==> src/rtl/byte_shift_pkg.sv <==
// Shared types and helpers for the byte shift/unload block.
// Holds the FSM state enum, default byte width and length-width helper.
package byte_shift_pkg;

    typedef enum logic {
        IDLE  = 1'b0,
        SHIFT = 1'b1
    } state_e;

    localparam int DEF_BYTE_W = 8;

    // Width needed to hold a byte count of 0..n.
    function automatic int len_w(input int n);
        return $clog2(n + 1);
    endfunction

endpackage

==> src/rtl/byte_load_stage.sv <==
// One byte register of the unload chain: parallel load, shift-in, or hold.
// Ports: clk, rst_n, load_en, shift_en, load_byte, shift_byte, q.
module byte_load_stage #(
    parameter int BYTE_W = 8
) (
    input  logic              clk,
    input  logic              rst_n,
    input  logic              load_en,
    input  logic              shift_en,
    input  logic [BYTE_W-1:0] load_byte,
    input  logic [BYTE_W-1:0] shift_byte,
    output logic [BYTE_W-1:0] q
);

    logic [BYTE_W-1:0] q_q;
    logic [BYTE_W-1:0] q_d;

    // load_en and shift_en are never both high; load wins regardless.
    always_comb begin
        q_d = q_q;
        unique case (1'b1)
            load_en:  q_d = load_byte;
            shift_en: q_d = shift_byte;
            default:  q_d = q_q;
        endcase
    end

    always_ff @(posedge clk or negedge rst_n) begin
        if (!rst_n) begin
            q_q <= '0;
        end else begin
            q_q <= q_d;
        end
    end

    assign q = q_q;

endmodule

==> src/rtl/byte_shift_unload.sv <==
// Parallel-in, serial-out byte unloader: word + length in, bytes out, byte 0 first.
// Ports: clk, rst_n, in_valid/in_ready/in_data/in_len, out_valid/out_ready/out_data/out_last, busy.
module byte_shift_unload
    import byte_shift_pkg::*;
#(
    parameter int NUM_BYTES = 3,
    parameter int BYTE_W    = DEF_BYTE_W
) (
    input  logic                          clk,
    input  logic                          rst_n,
    input  logic                          in_valid,
    output logic                          in_ready,
    input  logic [NUM_BYTES*BYTE_W-1:0]   in_data,
    input  logic [len_w(NUM_BYTES)-1:0]   in_len,
    output logic                          out_valid,
    input  logic                          out_ready,
    output logic [BYTE_W-1:0]             out_data,
    output logic                          out_last,
    output logic                          busy
);

    localparam int LEN_W = len_w(NUM_BYTES);
    localparam logic [LEN_W-1:0] MAX_LEN = LEN_W'(NUM_BYTES);

    state_e           state_q, state_d;
    logic [LEN_W-1:0] remaining_q, remaining_d;
    logic             out_valid_q, out_valid_d;
    logic             out_last_q, out_last_d;
    logic             busy_q, busy_d;

    logic             accept;
    logic             xfer;
    logic [LEN_W-1:0] len_c;

    logic [BYTE_W-1:0] chain_q [NUM_BYTES];

    assign xfer  = out_valid_q & out_ready;
    assign len_c = (in_len > MAX_LEN) ? MAX_LEN : in_len;

    // In SHIFT a new word may only enter as the last byte leaves.
    always_comb begin
        in_ready = 1'b0;
        if (rst_n) begin
            if (state_q == IDLE) begin
                in_ready = 1'b1;
            end else begin
                in_ready = out_valid_q & out_ready & out_last_q;
            end
        end
    end

    assign accept = in_valid & in_ready;

    always_comb begin
        state_d     = state_q;
        remaining_d = remaining_q;
        out_valid_d = out_valid_q;
        out_last_d  = out_last_q;
        if (accept) begin
            remaining_d = len_c;
            if (len_c != '0) begin
                state_d     = SHIFT;
                out_valid_d = 1'b1;
                out_last_d  = (len_c == LEN_W'(1));
            end else begin
                state_d     = IDLE;
                out_valid_d = 1'b0;
                out_last_d  = 1'b0;
            end
        end else if (xfer && state_q == SHIFT) begin
            remaining_d = remaining_q - LEN_W'(1);
            if (out_last_q) begin
                state_d     = IDLE;
                out_valid_d = 1'b0;
                out_last_d  = 1'b0;
            end else begin
                out_last_d  = (remaining_q == LEN_W'(2));
            end
        end
        busy_d = (state_d == SHIFT);
    end

    always_ff @(posedge clk or negedge rst_n) begin
        if (!rst_n) begin
            state_q     <= IDLE;
            remaining_q <= '0;
            out_valid_q <= 1'b0;
            out_last_q  <= 1'b0;
            busy_q      <= 1'b0;
        end else begin
            state_q     <= state_d;
            remaining_q <= remaining_d;
            out_valid_q <= out_valid_d;
            out_last_q  <= out_last_d;
            busy_q      <= busy_d;
        end
    end

    // Byte i shifts in byte i+1; the top stage shifts in zeros.
    for (genvar i = 0; i < NUM_BYTES; i++) begin : g_chain
        logic [BYTE_W-1:0] up;
        if (i == NUM_BYTES - 1) begin : g_top
            assign up = '0;
        end else begin : g_mid
            assign up = chain_q[i+1];
        end
        byte_load_stage #(
            .BYTE_W(BYTE_W)
        ) u_stage (
            .clk       (clk),
            .rst_n     (rst_n),
            .load_en   (accept),
            .shift_en  (xfer & ~accept),
            .load_byte (in_data[i*BYTE_W +: BYTE_W]),
            .shift_byte(up),
            .q         (chain_q[i])
        );
    end

    assign out_valid = out_valid_q;
    assign out_last  = out_last_q;
    assign busy      = busy_q;
    assign out_data  = chain_q[0];

endmodule

==> config.mk <==
export PLATFORM = sky130hd
export DESIGN_NAME = byte_shift_unload
export DESIGN_NICKNAME = d
export VERILOG_FILES = /design/src/rtl/byte_shift_pkg.sv /design/src/rtl/byte_load_stage.sv /design/src/rtl/byte_shift_unload.sv
export SDC_FILE = /design/constraint.sdc
export NUM_CORES = 1
export LEC_CHECK = 0
export CAP_MARGIN = 20
export CORE_UTILIZATION = 41
export CTS_CLUSTER_SIZE = 20
export DETAILED_ROUTE_END_ITERATION = 10
export GPL_ROUTABILITY_DRIVEN = 0
export PLACE_DENSITY = 0.83
export SETUP_SLACK_MARGIN = 0.02
export SYNTH_ARGS = -nofsm -noshare
export SYNTH_HDL_FRONTEND = slang
export SYNTH_SLANG_ARGS = --single-unit
==> constraint.sdc <==
create_clock -name clk -period 1.53 [get_ports clk]
set_clock_uncertainty 0.15 [all_clocks]
set_input_delay 0.459 -clock clk [delete_from_list [all_inputs] [get_ports clk]]
set_output_delay 0.459 -clock clk [all_outputs]
set_load 0.05 [all_outputs]
; After elaboration in Yosys (flattened, before gate mapping)
; Cells that the tools add are included.
[word_totals]
regBits = 28
in_bits = 30
[classes]
add_sub_neg = 1
order_cmp = 1
eq_ne = 2
muxes = 16
n_bitwise = 5
reduce_logical = 6
[ops]
columns = op, n
row1 = case mux 8 bit (2 select lines), 3
row2 = 2-to-1 mux 1 bit, 10
row3 = nonzero test 2 bit, 4
row4 = 2-to-1 mux 2 bit, 3
row5 = bitwise AND 1 bit, 4
row6 = "equality test 2 x 1 -> 1 bit, second input constant", 1
row7 = "equality test 2 bit, second input constant", 1
row8 = "greater-than comparator 2 bit, second input constant", 1
row9 = AND reduction 2 bit, 1
row10 = "subtractor 2 x 1 -> 2 bit, second input constant", 1
row11 = logical AND 1 bit, 1
row12 = NOT 1 bit, 1

; Longest topological paths before layout
; Gate-level depths: netlist of run 1.
[depth]
depth_word = 8
ltp_mapped = 5

; Hierarchy
; Synthesis of run 1 repeated with hierarchy kept, for this count alone.
[unflattened]
hier_cells = 127
area_unflattened_um2 = 1388.8
[by_module_without_submodules]
columns = module, n_inst, cells_per_inst, area_each_um2, seq_area_each_um2
row1 = byte_load_stage, 3, 34, 372.9, 200.2
row2 = byte_shift_unload, 1, 25, 270.3, 100.1

; Least setup slack after synthesis of run 1
; No wires, ideal clock.
[synth_path]
path_kind = reg-to-output
start = reg busy (netlist name)
end = out in_ready
arrival_time_ps = 1743
t_required_ps = 921
slack_ps = -822
path_stages_with_launch = 4
n_path_buf = 1
cell_sequence = dfrtp_1 a21boi_2 buf_2 nor2b_1
[synth_lines]
columns = element, line_no
row1 = "end, declared", byte_shift_unload.sv:12  ; output logic in_ready,

==> flow_summary_export.csv, run 1 <==
group,metric,value,unit
worst_hold_path,hold_path.class,"input pin to asynchronous set/reset pin",
clocking,clkLatencyLatePin,0.34,ns
clocking,clockRootBuffer,"clkbuf_4",
sta,rsz0062_at_grt,"yes",
clocking,cts_tree,"done",
setup_path,crit_path_cell_trace,"a21boi_4, nor2b_4, buf_12",
status,violations,"setup timing",
setup_path,cp_max_fo,2,
sta,drv_slew,0,
setup_path,r2r_cells,6,
sta,period_share,121,%
synthesis,syn-num-nets,146,
setup_path,cpPeakStageDelay,0.46,ns
finish,nNetsFinal,214,
sta,final_hold_viol_count,0,
finish,drive_gt1_share,46.7,%
routing,vias,1274,
finish,final_common_cell,"clkdlybuf4s50_1",
setup_path,cp.required,0.92,ns
synthesis,syn_area,1340,um2
sta,setup_ws,-0.317,ns
grt,grt_pass1_vias,1405,
clocking,cts_hold_buf,0,
place,place_inst,205,
synthesis,yosysWarnings,0,
routing,drc_errors,0,
sta,finalSetupViolCount,39,
clocking,cts_buffers,3,
routing,firstDrtPassIters,4,
setup_path,cp_top_family,"flip-flops",
floorplanning,die_h,59.1,um
finish,instances_no_fill,226,
routing,drt_iter0_drc,41,
finish,final_cell_mix,"clkdlybuf4s50_1 (27), dfrtp_1 (24), buf_4 (18)",
power_and_ir_drop,power,5050,uW
setup_path,cp.depth,3,
place,dp_hpwl,2.43,mm
setup_path,cp-end-kind,"output port",
floorplanning,die_area,3490,um2
setup_path,path_buf_inv,1,
floorplanning,rows,20,
sta,whs,0.132,ns
floorplanning,die_width,59.1,um
sta,worst_pin_slew,0.354,ns
sta,period_needed,1.85,ns
clocking,cts_num_sinks,28,
finish,n_antenna_cell,0,
synthesis,synth_area_per_cell,11.6,um2
floorplanning,ios,42,
status,status,"complete, but fails checks",
setup_path,slowest_stage,"dfrtp_2",
sta,finalSetupTns,-4.17,ns
synthesis,synth_top_area_cell,"dfrtp_1",
flow_run,drv_cap,0,
clocking,cts_buffer_depth,2,
power_and_ir_drop,p_leak,0.00106,uW
routing,wl_per_cell,19.8,um
sta,clock.fmax,541,MHz
synthesis,synthTopCellsByArea,"dfrtp_1 (52%), mux2i_1 (13%), nor3_1 (6.7%), a21oi_2 (6.6%), a22o_1 (5.2%)",
place,portBuffers,41,
floorplanning,core,3080,um2
grt,grt_first_pass_wirelength,6.53,mm
finish,syn2layout_area_growth,82.4,%
routing,routed_wl,4.46,mm
setup_path,reg2reg_slack,-0.21,ns
clocking,cts_max_level,1,
power_and_ir_drop,ir_drop,1.37,mV
setup_path,start_kind,"register",
grt,grt.total_usage,25.7,%
routing,ant_nets,0,
power_and_ir_drop,powerDensity,2080,nW/um2
grt,gr-total-overflow,0,
synthesis,postSynthCellCount,115,
setup_path,crit_arrival,1.24,ns
grt,antenna_found_initial,0,
sta,relSlewSlack,76.2,%
place,dp_slack,-0.566,ns
routing,viasPerCell,5.64,
clocking,clk_pin_slew,0.16,ns
synthesis,yosysUniqueCellTypes,25,
setup_path,worstSetupPathType,"register to output port",
floorplanning,start_util,43.4,%
grt,grt_max_degree,18,
synthesis,synth_top_area_share,52.5,%
synthesis,yosysSeqAreaShare,52.5,%
synthesis,ys_ff_latch,28,
==> cell usage after synthesis <==
cell	instances
nor2b_1	2
o21bai_1	1
nor3_1	18
buf_4	2
inv_1	2
xnor2_1	1
ha_1	1
nand3b_1	1
nand2_2	1
buf_6	1
a21oi_1	8
o311ai_2	1
and3b_1	1
a21oi_2	10
buf_2	2
dfrtp_1	28
a21boi_2	1
o21ai_0	1
or2_1	1
mux2i_1	17
a22o_1	8
clkbuf_1	3
o21a_1	1
nor2_1	2
nand2_1	1
==> worst paths after layout <==
| check | startpoint | endpoint |
|---|---|---|
| min reg2reg | g_chain[2].u_stage.q[1]$_DFFE_PN0P_ | g_chain[2].u_stage.q[1]$_DFFE_PN0P_ |
| min in group clk | g_chain[2].u_stage.q[1]$_DFFE_PN0P_ | g_chain[2].u_stage.q[1]$_DFFE_PN0P_ |
| max in group asynchronous | rst_n | g_chain[0].u_stage.q[5]$_DFFE_PN0P_ |
| min | rst_n | g_chain[0].u_stage.q[6]$_DFFE_PN0P_ |
| max | busy$_DFFE_PN0P_ | in_ready |
| max reg2reg | busy$_DFFE_PN0P_ | out_last$_DFFE_PN0P_ |
==> power by group <==
group	leakage [uW]	total, uW	internal [uW]	switching, uW
logic	0.000678	3220	1720	1490
clock network	0.0000279	502	265	237
registers	0.000351	1330	1050	287
==> registers in the layout (all words and copies together) (netlist names) <==
| signal | count |
|---|---|
| g_chain.u_stage.q | 24 |
| busy | 1 |
| out_last | 1 |
| remaining_q | 2 |
==> per-stage QoR <==
stage | util, % | cell area (um2)
final | 79.1 | 2430
after global routing | 79.1 | 2430
after CTS | 76.3 | 2350
after detailed placement | 65.4 | 2010
after global placement | 65.4 | 2010
after floorplan | - | 1370
==> timing repair <==
item                       CTS  global route
resized for setup           37            12
setup buffers               12             4
pin swaps                    4             7
gates cloned                 2             0
setup endpoints to repair   39            32
==> final cells by class <==
class	count	area, um2
timing repair buffer	71	856
multi-input combinational	77	758
sequential	28	706
fill	177	643
tap	44	55.1
clock inverter	1	30.0
clock buffer	3	22.5
inverter	2	7.51
==> kinds of logic (layout without fill, tap and decap cells) <==
kind of cell | after synthesis | after routing | share of synthesized area, %
AND/OR/NAND/NOR | 27 | 27 | 10.7
adder cells (fa/ha/maj) | 1 | 1 | 0.937
multiplexers | 17 | 17 | 12.7
buffers and inverters | 10 | 77 | 4.12
AO/OA/AOI/OAI | 31 | 31 | 18.4
flip-flops | 28 | 28 | 52.5
XOR/XNOR | 1 | 1 | 0.656
==> per-layer routing <==
| metal | routed length (um) | global-route usage, % | up-vias |
|---|---|---|---|
| met5 | 0 | 0 | - |
| met4 | 217 | 12.6 | 0 |
| met3 | 201 | 4.37 | 17 |
| met2 | 2480 | 49.7 | 66 |
| met1 | 1560 | 26.2 | 633 |
| li1 | - | - | 558 |
(Power assumes the default switching activity.)
==> run 2: changes to the inputs <==
--- a/config.mk
+++ b/config.mk
@@ -6,7 +6,9 @@
 export NUM_CORES = 1
 export LEC_CHECK = 0
 export CAP_MARGIN = 20
-export CORE_UTILIZATION = 41
+export CELL_PAD_IN_SITES_DETAIL_PLACEMENT = 2
+export CELL_PAD_IN_SITES_GLOBAL_PLACEMENT = 2
+export CORE_UTILIZATION = 26
 export CTS_CLUSTER_SIZE = 20
 export DETAILED_ROUTE_END_ITERATION = 10
 export GPL_ROUTABILITY_DRIVEN = 0
==> flow_summary_export.csv, run 2 (synthesis gave the netlist of run 1 again) <==
group,metric,value,unit
status,status,"complete, but fails checks",
status,violations,"setup timing",
power_and_ir_drop,power.switching,2060,uW
clocking,cts_num_sinks,28,
finish,largest_register_ff_count,24,
sta,drv_slew,0,
sta,clock.fmax,555,MHz
sta,finalSetupViolCount,31,
sta,relSlewSlack,70.0,%
grt,antenna_found_initial,0,
place,placed_cell_area,2060,um2
floorplanning,die_width,73.7,um
finish,final_cell_mix,"clkdlybuf4s50_1 (26), dfrtp_1 (24), buf_4 (17)",
clocking,cts_hold_buf,0,
setup_path,start_kind,"input pin",
routing,vias,1217,
finish,drive_gt1_share,43.3,%
setup_path,r2r-start,"busy$_DFFE_PN0P_",
grt,top_usage_layer,"met2",
grt,met3_usage,2.74,%
worst_hold_path,hold_path.class,"input pin to asynchronous set/reset pin",
finish,final_common_cell,"clkdlybuf4s50_1",
flow_run,drv_cap,0,
power_and_ir_drop,power_frac_clock,12.0,%
finish,nNetsFinal,210,
grt,grt_pass1_vias,1398,
setup_path,crit_path_cell_trace,"clkdlybuf4s15_1, nor2b_4, buf_12",
sta,period_needed,1.80,ns
floorplanning,die_area,5430,um2
sta,worst_pin_slew,0.446,ns
routing,ant_nets,0,
clocking,clk_pin_slew,0.10,ns
finish,stdcell_area,2410,um2
grt,gr-total-overflow,0,
setup_path,slowest_stage,"clkdlybuf4s15_1",
floorplanning,die_h,73.7,um
clocking,cts_tree,"done",
routing,viasPerCell,4.97,
routing,firstDrtPassIters,4,
power_and_ir_drop,switching_share,40.5,%
place,dp_hpwl,3.45,mm
setup_path,cp.required,0.92,ns
clocking,clkLatencyLatePin,0.29,ns
setup_path,cp-end-kind,"output port",
setup_path,cpPeakStageDelay,0.33,ns
setup_path,cp_max_fo,4,
sta,final_hold_viol_count,0,
setup_path,crit_arrival,1.19,ns
clocking,cts_max_level,1,
routing,drt_iter0_drc,33,
floorplanning,core,4820,um2
power_and_ir_drop,p_int,3020,uW
clocking,clockRootBuffer,"clkbuf_8",
grt,grt_first_pass_wirelength,8.01,mm
sta,setup_ws,-0.272,ns
clocking,cts_buffers,3,
power_and_ir_drop,seqPwrFrac,26.7,%
finish,fin_util,50.1,%
grt,grt.total_usage,21.0,%
setup_path,worstSetupPathType,"input pin to output port",
routing,drc_errors,0,
routing,routed_wl,5.31,mm
grt,grt_use_met2,38.3,%
grt,grt_max_degree,19,
setup_path,r2r_cells,7,
clocking,cts_buffer_depth,2,
power_and_ir_drop,ir_drop,1.22,mV
power_and_ir_drop,power_frac_comb,61.3,%
floorplanning,rows,25,
grt,use_met1,25.6,%
sta,rsz0062_at_grt,"yes",
finish,syn2layout_area_growth,80.6,%
power_and_ir_drop,p_leak,0.00104,uW
place,portBuffers,41,
floorplanning,start_util,27.7,%
routing,wl_per_cell,21.7,um
finish,n_antenna_cell,0,
floorplanning,ios,42,
sta,period_share,118,%
setup_path,r2r-end,"g_chain[0].u_stage.q[5]$_DFFE_PN0P_",
setup_path,reg2reg_slack,-0.16,ns
power_and_ir_drop,powerDensity,2110,nW/um2
run 2: cell types whose count changed in the layout (fill, tap and decap cells not counted), moves of 2 or more:
cell	delta
clkbuf_8	+3
buf_16	-2
buf_6	-2
clkbuf_4	-3
a21oi_2	-6
a21oi_1	+7
run 2: through the flow:
stage	TNS (ns)	std cells	power, uW	worst slack (ns)	hold slack, ns
2_1_floorplan	-0.695	115	2610	-0.219	0.0134
3_5_place_dp	-15.43	230	3800	-0.739	0.349
5_1_grt	-5.00	245	5260	-0.300	0.269
4_1_cts	-3.13	240	4660	-0.228	0.209
6_report	-3.81	245	5080	-0.272	0.250
3_3_place_gp	-13.40	230	3650	-0.604	0.334
run 2: area by class of cell:
class,instances,area (um2)
clock buffer,3,41.3
clock inverter,1,30.0
fill,494,2410
inverter,2,7.51
multi-input combinational,77,739
sequential,28,706
tap,67,83.8
timing repair buffer,67,803
run 2: what timing repair did:
action / in CTS / in global routing
setup buffers: 6 / 4
pin swaps: 2 / 2
gates cloned: 0 / 1
setup endpoints to repair: 33 / 36
resized for setup: 26 / 19
run 2: worst max-delay path by stage:
stage | startpoint | to | slack [ns] | cells after the start
after floorplan | busy$_DFFE_PN0P_ | in_ready | -0.22 | 3
after global placement | out_ready | g_chain[2].u_stage.q[7]$_DFFE_PN0P_ | -0.60 | 5
after detailed placement | rst_n | g_chain[2].u_stage.q[2]$_DFFE_PN0P_ | -0.74 | 5
after CTS | busy$_DFFE_PN0P_ | in_ready | -0.23 | 3
after global routing | rst_n | in_ready | -0.30 | 3
final | rst_n | in_ready | -0.27 | 3
run 2: power groups by stage:
stage | Sequential [uW] | Combinational (uW) | Clock, uW
4_1_cts | 1300 | 2750 | 606
3_5_place_dp | 1310 | 2490 | 0
2_1_floorplan | 1640 | 970 | 0
3_3_place_gp | 1280 | 2370 | 0
5_1_grt | 1390 | 3240 | 635
6_report | 1360 | 3110 | 612
run 2: routing by layer:
metal / routed length, um / vias up
met5: 0 / -
met4: 78 / 0
met3: 146 / 7
met2: 2820 / 39
met1: 2270 / 629
li1: - / 542
run 2: critical path: cells and delay by family:
family | cells | cell delay [ns]
buffers and inverters | 2 | 0.48
and+or+nand+nor | 1 | 0.25
